### config.mk
export PLATFORM = sky130hd
export DESIGN_NAME = fu_stage
export DESIGN_NICKNAME = d
export VERILOG_FILES = /design/src/rtl/fu_stage_pkg.sv /design/src/rtl/fu_divider.sv /design/src/rtl/fu_stage.sv
export SDC_FILE = /design/constraint.sdc
export NUM_CORES = 2
export LEC_CHECK = 0
export CORE_MARGIN = 1.5
export CORE_UTILIZATION = 35
export CTS_CLUSTER_DIAMETER = 100
export CTS_CLUSTER_SIZE = 20
export DETAILED_ROUTE_END_ITERATION = 8
export DONT_BUFFER_PORTS = 1
export REMOVE_ABC_BUFFERS = 1
export SLEW_MARGIN = 20
export SYNTH_ARGS = -nofsm -noshare
export SYNTH_HDL_FRONTEND = slang
export SYNTH_SLANG_ARGS = --single-unit
### constraint.sdc
create_clock -name clk -period 8.79 [get_ports clk]
set_input_delay 0.4395 -clock clk [delete_from_list [all_inputs] [get_ports clk]]
set_output_delay 0.4395 -clock clk [all_outputs]
set_load 0.02 [all_outputs]
### src/rtl/fu_stage_pkg.sv
// Shared encodings for the external functional unit: opcodes, csr bit
// positions and the reserved register numbers also known to de_stage.
package fu_stage_pkg;

  typedef enum logic [2:0] {
    AOP_ADD  = 3'd0,
    AOP_SUB  = 3'd1,
    AOP_MUL  = 3'd2,
    AOP_DIVU = 3'd3,
    AOP_REMU = 3'd4
  } fu_aop_e;

  typedef enum logic [1:0] {
    ST_IDLE = 2'd0,
    ST_BUSY = 2'd1,
    ST_DONE = 2'd2
  } fu_state_e;

  localparam int CSR_BUSY = 0;
  localparam int CSR_DONE = 1;
  localparam int CSR_ERR  = 2;

  localparam int FU_REG_CSR   = 26;
  localparam int FU_REG_OP3   = 27;
  localparam int FU_REG_ALUOP = 29;
  localparam int FU_REG_OP1   = 30;
  localparam int FU_REG_OP2   = 31;

  function automatic logic [2:0] mk_csr(input logic err, input logic done, input logic busy);
    mk_csr = {err, done, busy};
  endfunction

  function automatic logic aop_legal(input logic [2:0] code);
    aop_legal = (code <= 3'd4);
  endfunction

endpackage

### src/rtl/fu_divider.sv
// Restoring unsigned divider: one load cycle on start, then DIV_BITS shift/subtract
// steps. done pulses for one cycle together with the final quotient/remainder.
module fu_divider #(
  parameter int DIV_BITS = 32
) (
  input  logic        clk,
  input  logic        reset,
  input  logic        start,
  input  logic [31:0] dividend,
  input  logic [31:0] divisor,
  output logic        busy,
  output logic        done,
  output logic [31:0] quotient,
  output logic [31:0] remainder
);

  logic [31:0] rem;
  logic [31:0] quo;
  logic [31:0] dvs;
  logic [5:0]  cnt;
  logic [32:0] shifted;
  logic [32:0] diff;

  assign shifted   = {rem, quo[31]};
  assign diff      = shifted - {1'b0, dvs};
  assign quotient  = quo;
  assign remainder = rem;

  // Load on start, then one restoring step per cycle until the step counter expires.
  always_ff @(posedge clk) begin
    if (reset) begin
      rem  <= '0;
      quo  <= '0;
      dvs  <= '0;
      cnt  <= '0;
      busy <= 1'b0;
      done <= 1'b0;
    end else begin
      done <= 1'b0;
      if (start && !busy) begin
        quo  <= dividend;
        rem  <= '0;
        dvs  <= divisor;
        cnt  <= 6'(DIV_BITS);
        busy <= 1'b1;
      end else if (busy) begin
        if (!diff[32]) begin
          rem <= diff[31:0];
          quo <= {quo[30:0], 1'b1};
        end else begin
          rem <= shifted[31:0];
          quo <= {quo[30:0], 1'b0};
        end
        cnt <= cnt - 6'd1;
        if (cnt == 6'd1) begin
          busy <= 1'b0;
          done <= 1'b1;
        end
      end
    end
  end

endmodule

### src/rtl/fu_stage.sv
// External functional unit on the DE<->FU bus. Snoops WB writes to the reserved
// operand/opcode registers and presents {csr, op3} straight from registers.
//
// state | meaning
// IDLE  | no result since reset, operands writable
// BUSY  | operation in flight, operand and opcode writes ignored
// DONE  | result (or error) latched in op3/csr, operands writable
module fu_stage
  import fu_stage_pkg::*;
#(
  parameter int MUL_LAT  = 4,
  parameter int DIV_BITS = 32
) (
  input  logic        clk,
  input  logic        reset,
  input  logic [70:0] from_DE_to_FU,
  output logic [34:0] from_FU_to_DE
);

  logic        wr_aluop;
  logic        wr_op1;
  logic        wr_op2;
  logic [31:0] regval;
  logic        is_rd_op3;
  logic        unused_bits;

  assign wr_aluop    = from_DE_to_FU[0];
  assign wr_op1      = from_DE_to_FU[1];
  assign wr_op2      = from_DE_to_FU[2];
  assign regval      = from_DE_to_FU[34:3];
  assign is_rd_op3   = from_DE_to_FU[35];
  assign unused_bits = ^from_DE_to_FU[70:36];

  fu_state_e   state;
  fu_aop_e     aluop;
  logic [31:0] op1;
  logic [31:0] op2;
  logic [31:0] op3;
  logic [2:0]  csr;
  logic [3:0]  cnt;
  logic [31:0] mul_lo;
  logic        start_ok;
  logic        div_start;
  logic        div_busy;
  logic        div_done;
  logic [31:0] div_q;
  logic [31:0] div_r;

  assign from_FU_to_DE = {csr, op3};
  assign mul_lo        = op1 * op2;

  // A legal start in IDLE/DONE; division by zero never launches the divider.
  assign start_ok  = (state != ST_BUSY) && wr_aluop && aop_legal(regval[2:0]);
  assign div_start = start_ok && (regval[2:0] == AOP_DIVU || regval[2:0] == AOP_REMU) &&
                     (op2 != 32'd0);

  fu_divider #(.DIV_BITS(DIV_BITS)) u_div (
    .clk       (clk),
    .reset     (reset),
    .start     (div_start),
    .dividend  (op1),
    .divisor   (op2),
    .busy      (div_busy),
    .done      (div_done),
    .quotient  (div_q),
    .remainder (div_r)
  );

  // Control FSM with operand/result registers and the MUL latency counter.
  always_ff @(posedge clk) begin
    if (reset) begin
      state <= ST_IDLE;
      aluop <= AOP_ADD;
      op1   <= '0;
      op2   <= '0;
      op3   <= '0;
      csr   <= 3'b000;
      cnt   <= '0;
    end else begin
      case (state)
        ST_IDLE, ST_DONE: begin
          if (wr_aluop) begin
            if (aop_legal(regval[2:0])) begin
              aluop <= fu_aop_e'(regval[2:0]);
              cnt   <= 4'(MUL_LAT - 1);
              csr   <= mk_csr(1'b0, 1'b0, 1'b1);
              state <= ST_BUSY;
            end else begin
              csr   <= mk_csr(1'b1, 1'b1, 1'b0);
              state <= ST_DONE;
            end
          end else begin
            if (wr_op1) op1 <= regval;
            if (wr_op2) op2 <= regval;
          end
        end
        ST_BUSY: begin
          case (aluop)
            AOP_ADD, AOP_SUB: begin
              op3   <= (aluop == AOP_ADD) ? op1 + op2 : op1 - op2;
              csr   <= mk_csr(1'b0, 1'b1, 1'b0);
              state <= ST_DONE;
            end
            AOP_MUL: begin
              if (cnt == 4'd0) begin
                op3   <= mul_lo;
                csr   <= mk_csr(1'b0, 1'b1, 1'b0);
                state <= ST_DONE;
              end else begin
                cnt <= cnt - 4'd1;
              end
            end
            default: begin
              if (op2 == 32'd0) begin
                op3   <= (aluop == AOP_DIVU) ? 32'hFFFF_FFFF : op1;
                csr   <= mk_csr(1'b1, 1'b1, 1'b0);
                state <= ST_DONE;
              end else if (div_done) begin
                op3   <= (aluop == AOP_DIVU) ? div_q : div_r;
                csr   <= mk_csr(1'b0, 1'b1, 1'b0);
                state <= ST_DONE;
              end
            end
          endcase
        end
        default: state <= ST_IDLE;
      endcase
    end
  end

  a_one_wb_write: assert property (@(posedge clk) disable iff (reset)
    !(wr_aluop && (wr_op1 || wr_op2)));
  a_no_op3_read_busy: assert property (@(posedge clk) disable iff (reset)
    !(is_rd_op3 && csr[CSR_BUSY]));
  a_div_within_busy: assert property (@(posedge clk) disable iff (reset)
    !(div_busy && state != ST_BUSY));

endmodule

-- After elaboration in Yosys (flattened, before gate mapping)
Index checks and enable logic that the tools add are counted.
- register bits: 212
- input bits: 73
- output and inout bits: 35
- logic and storage cells: 101
- add/subtract/negate cells: 5
- multipliers: 1
- order comparisons: 1
- equal/unequal tests: 16
- mux-type cells: 36
- bitwise logic cells: 2
- reduce and logical (&&, ||, !) cells: 26
- operator list (operator ; count):
    $mux W32 ; 9
    $pmux W32 S2 ; 1
    $sub A33 B32 Y33 ; 1
    $add A32 B32 Y32 ; 1
    $logic_not A32 Y1 ; 1
    $mul A32 B32 Y32 ; 1
    $reduce_bool A32 Y1 ; 1
    $sub A32 B32 Y32 ; 1
    $mux W4 ; 4
    $mux W3 ; 5
    $reduce_and A3 Y1 ; 5
    $mux W6 ; 2
    $pmux W3 S2 ; 2
    $mux W2 ; 5
    $ne A2 B2 Y1 const B ; 5
    $eq A3 B2 Y1 const B ; 3
    $pmux W2 S2 ; 2
    $pmux W4 S2 ; 1
    $eq A6 B1 Y1 const B ; 1
    $reduce_or A2 Y1 ; 3
    $sub A6 B1 Y6 const B ; 1
    $logic_and A1 B1 Y1 ; 5
    $mux W1 ; 5
    $ne A5 B4 Y1 const B ; 1
    other kinds (19) ; 21

-- Depth between registers and ports, before layout
- depth after elaboration: 7
- depth in mapped cells: 29

-- Hierarchy
Synthesis repeated with hierarchy kept, for this count alone.
- cells, all modules: 3522
- area total of the unflattened synthesis: 29116.7 µm²
- by module, submodules not included (module ; times used ; cells an instance ; area an instance (µm²) ; seq. area each (µm²)):
    fu_stage ; 1 ; 2721 ; 22912.0 ; 2162.1
    fu_divider ; 1 ; 801 ; 6204.7 ; 2082.0

-- Worst setup path after synthesis
No wires, ideal clock.
- path kind: reg-to-reg
- start point: reg op2[6]
- end point: reg op3[30]
- arrival: 7.150 ns
- required time: 8.689 ns
- path slack: 1.539 ns
- stages on the path, launching flop included: 27
- cells stage by stage: dfxtp_1 clkbuf_1 clkbuf_1 and2_1 fa_1 fa_1 fa_1 inv_1 fa_1 inv_1 fa_1 inv_1 fa_1 inv_1 fa_1 fa_1 ha_1 a21o_1 a21o_1 a21o_1 a31o_2 and2_1 a31o_2 o21ai_0 o21ai_0 mux2i_1 o41ai_1
- longest elaborated chain between the ends: 3
- ends and longest elaborated chain (what ; line ; text):
    start, declared ; fu_stage.sv:37 ; logic [31:0] op2;
    start signal, assigned ; fu_stage.sv:94 ; if (wr_op2) op2 <= regval;
    $mul A32 B32 Y32 (tied with other cells) ; fu_stage.sv:50 ; assign mul_lo = op1 * op2;
    $mux W32 (tied with other cells) ; fu_stage.sv:105 ; if (cnt == 4'd0) begin
    $pmux W32 S2 / $reduce_and A3 Y1 (equally long branches) ; n/a ;
    end signal, assigned ; fu_stage.sv:100 ; op3 <= (aluop == AOP_ADD) ? op1 + op2 : op1 - op2;
    end signal, assigned ; fu_stage.sv:106 ; op3 <= mul_lo;
    end signal, assigned ; fu_stage.sv:115 ; op3 <= (aluop == AOP_DIVU) ? 32'hFFFF_FFFF : op1;
    end, declared ; fu_stage.sv:38 ; logic [31:0] op3;
Several ways; a longest one is shown, not always the timed one. The select of a mux whose other input is x is not followed.
A chain may end at the register's enable or synchronous reset.

-- Worst setup path after layout
- start point: reg op1[9]
- end point: reg op3[26]
- longest elaborated chain between the ends: 3
- ends and longest elaborated chain (what ; line ; text):
    start, declared ; fu_stage.sv:36 ; logic [31:0] op1;
    start signal, assigned ; fu_stage.sv:93 ; if (wr_op1) op1 <= regval;
    $mul A32 B32 Y32 (tied with other cells) ; fu_stage.sv:50 ;
    $mux W32, on equally long branches ; fu_stage.sv:105, fu_stage.sv:100 ;
    $pmux W32 S2 * ; fu_stage.sv:98 ; case (aluop)
Mark *: on every way between the ends. The rest lies on a longest branch, timed or not. The select of a mux whose other input is x is not followed.

==> results.md <==
- CTS tree: done
- Iteration-0 DRC Markers: 1872
- Clock Tree Buf Depth: 3
- Max-Cap Viols: 0
- DR vias: 23800
- Ys async rst share: 0%
- P per Cell Area: 105 nW/µm²
- Root buffer cell: clkbuf_16
- PostCTS Resize Cnt: 0
- Fmax: 127 MHz
- Syn Area/Cell: 8.33 µm²
- Die area: 85500 µm²
- First-pass GRT wire length: 141000 µm
- Worst setup startpoint: op1[9]
- Ys flop type: dfxtp_1
- CP most frequent cell: fa_1
- PortBufs: 0
- Ys Warns: 0
- Skew final: 0.0302 ns
- Peak fanout along the critical path: 14
- Most common cell after layout, fill and taps aside: nand2_1
- Slowest cell on the critical path: dfxtp_1
- #FFs+latches synth: 212
- Final Hold Fails: 0
- DRC: 0
- Worst setup EP type: register
- # nets final: 4057
- Highest-count cells in the layout ignoring fill and taps: 477 x nand2_1, 445 x inv_1, 410 x fa_1
- Total negative slack: 0 ns
- Synthesis-to-finish area growth: 5.16%
- Total global-route track usage: 21.1%
- Gr ovfl total: 0
- Routed WL: 89600 µm
- CP delay by family, top: adder cells
- Worst-Margin Slew: 1.13 ns
- Final worst setup slack: 0.912 ns
- Buf/Inv on CP: 4
- Register area share after synthesis: 14.5%
- Outcome: finished clean
- Sink Count: 212
- Post-DRT Antenna Nets: 0
- Post-synth EDFFs: 0
- Tcrit/Tclk final: 89.6%
- Mapped Area: 29300 µm²
- Drt wl/cell: 20.1 µm
- Critical Path AT: 8.25 ns
- Max-slew violation count: 0
- Crit-path cells: buf_4, nand2_1, fa_1, inv_1, fa_1, fa_1, inv_1, fa_1, inv_1, fa_1, fa_1, fa_1, fa_1, ha_1, a21o_1, a21o_1, a31o_2, and2_1, a311oi_1, o21bai_1, xor2_1, a221oi_2, nor3_1
- CP peak stage delay: 0.92 ns
- HP Class: input pin to register
- DRT Pass-1 Iters: 5
- Synth cell types: 86
- Max_slew headroom: 24.5%
- Worst hold start: from_DE_to_FU[18]
- Largest net degree at the start of global routing: 133
- DR vias/cell: 5.33
- Post-DP HPWL: 68800 µm
- Startpoint Class: register
- Hold depth: 2
- DIE HEIGHT: 292 µm
- Die Span X: 292 µm
- Share of cells above drive strength 1: 4.19%
- Inserted Clock Buffers: 15
- Crit Path Class: register to register
- Core Rows: 105
- Vias in the first global route: 24000
- Reg2Reg Launch Point: op1[9]
- H-tree levels: 1
- Worst IR Drop VDD: 0.000104 V
- Initial core utilization: 35.5%
- Core area: 82500 µm²
- Initial antenna violation count: 3
- Flop2flop setup slack: 0.91 ns
- Post-Synthesis Cells: 3519
- DP Worst Slack: 1.02 ns
- Hold endpoint: op1[15]
- Required time of the critical path: 9.17 ns
- Clock Latency Late Sink: 0.53 ns
- Worst Reg2Reg Path Length in Cells: 23
- Worst-path clk slew: 0.10 ns
- Lkg Pwr: 14.1 nW
- RSZ-0062 raised after global routing: no
- Global placement routability congestion: 0.913
- Num ports: 108
- Crit path time final: 7.88 ns
- # setup viols final: 0
- RR Endpoint: op3[26]
metal layers:
layer  GRT usage, %  up-vias  routed length [µm]
li1               -    11000                   -
met1           28.4    11900               38800
met4           4.70        2                2230
met2           34.7      738               41600
met5              0        -                  13
met3           4.48      164                6940
stage by stage:
stage	utilization, %	power, mW	area (µm²)	std cells	hold slack (ns)
after detailed placement	36.7	2.45	30300	4433	0.445
after global placement	36.7	2.45	30300	4433	0.440
after floorplan	-	2.06	28400	3289	0.430
after global routing	37.3	3.41	30800	4457	0.0133
final	37.3	3.22	30800	4458	0.0302
after CTS	37.3	3.22	30800	4456	0.00183
timing repair:
| item | 4_1_cts | 5_1_grt |
|---|---|---|
| hold buffers | 2 | 1 |
| endpoints found under the hold margin | 46 | 1 |
| buffers inserted | 0 | 0 |
worst reg2reg max path: cells and delay by family, from the launching register on:
kind	cells	cell delay, ns
flops	1	0.92
compound gates	6	1.51
fa+ha+maj	9	4.13
xor+xnor	1	0.15
buf+inv	4	0.61
simple gates	3	0.40
Yosys cell counts (all sizes together), types with 22 or more instances:
cell type,number,share of area [%]
a211oi,22,0.60
a21o,36,0.92
a21oi,271,4.6
and2,319,6.8
buf,28,0.56
clkbuf,202,2.6
dfxtp,212,14
fa,410,28
ha,191,8.2
inv,445,5.7
mux2i,92,3.1
nand2,479,6.2
nand2b,26,0.56
nand3,31,0.53
nor2,178,2.3
nor2b,22,0.47
nor3,54,1.1
o21ai,114,2.0
xnor2,116,3.5
xor2,47,1.4
worst max path at each step:
stage	endpoint	depth (start not counted)
final	op3[26]	23
after global routing	op3[31]	23
after CTS	op3[26]	25
after detailed placement	op3[26]	25
after global placement	op3[26]	24
after floorplan	op3[28]	24
logic make-up (layout without fill, tap and decap cells):
logic type      after synthesis  count (layout)  share of synthesized area [%]
other cells                   0               1                              0
xor+xnor                    163             163                           4.94
mux                          95              95                           3.27
compound gates              590             590                           12.5
buf+inv                     675             543                           8.85
simple gates               1183            1183                           19.8
fa+ha+maj                   601             601                           36.2
flops                       212             212                           14.5
power by group:
part / switching, mW / total, mW / internal [mW]
Combinational: 0.795 / 1.32 / 0.528
Clock: 0.397 / 0.761 / 0.364
Sequential: 0.128 / 1.14 / 1.01
state kept, by name, indices dropped and copies added, names as in the netlist:
| name | cells |
|---|---|
| u_div.remainder | 32 |
| u_div.done | 1 |
| u_div.cnt | 6 |
| u_div.quotient | 32 |
| op3 | 32 |
| u_div.busy | 1 |
| cnt | 4 |
| u_div.dvs | 32 |
| op1 | 32 |
| op2 | 32 |
| csr | 3 |
| aluop | 3 |
| state | 2 |
final cells by class:
type / count / area [µm²]
multi-input combinational: 2632 / 22500
clock buffer: 18 / 407
inverter: 445 / 1670
timing repair buffer: 77 / 596
antenna: 1 / 2.50
fill: 8584 / 51700
sequential: 212 / 4250
tap: 1070 / 1340
clock inverter: 3 / 57.6
No activity file was read; power rests on OpenSTA's default activity.
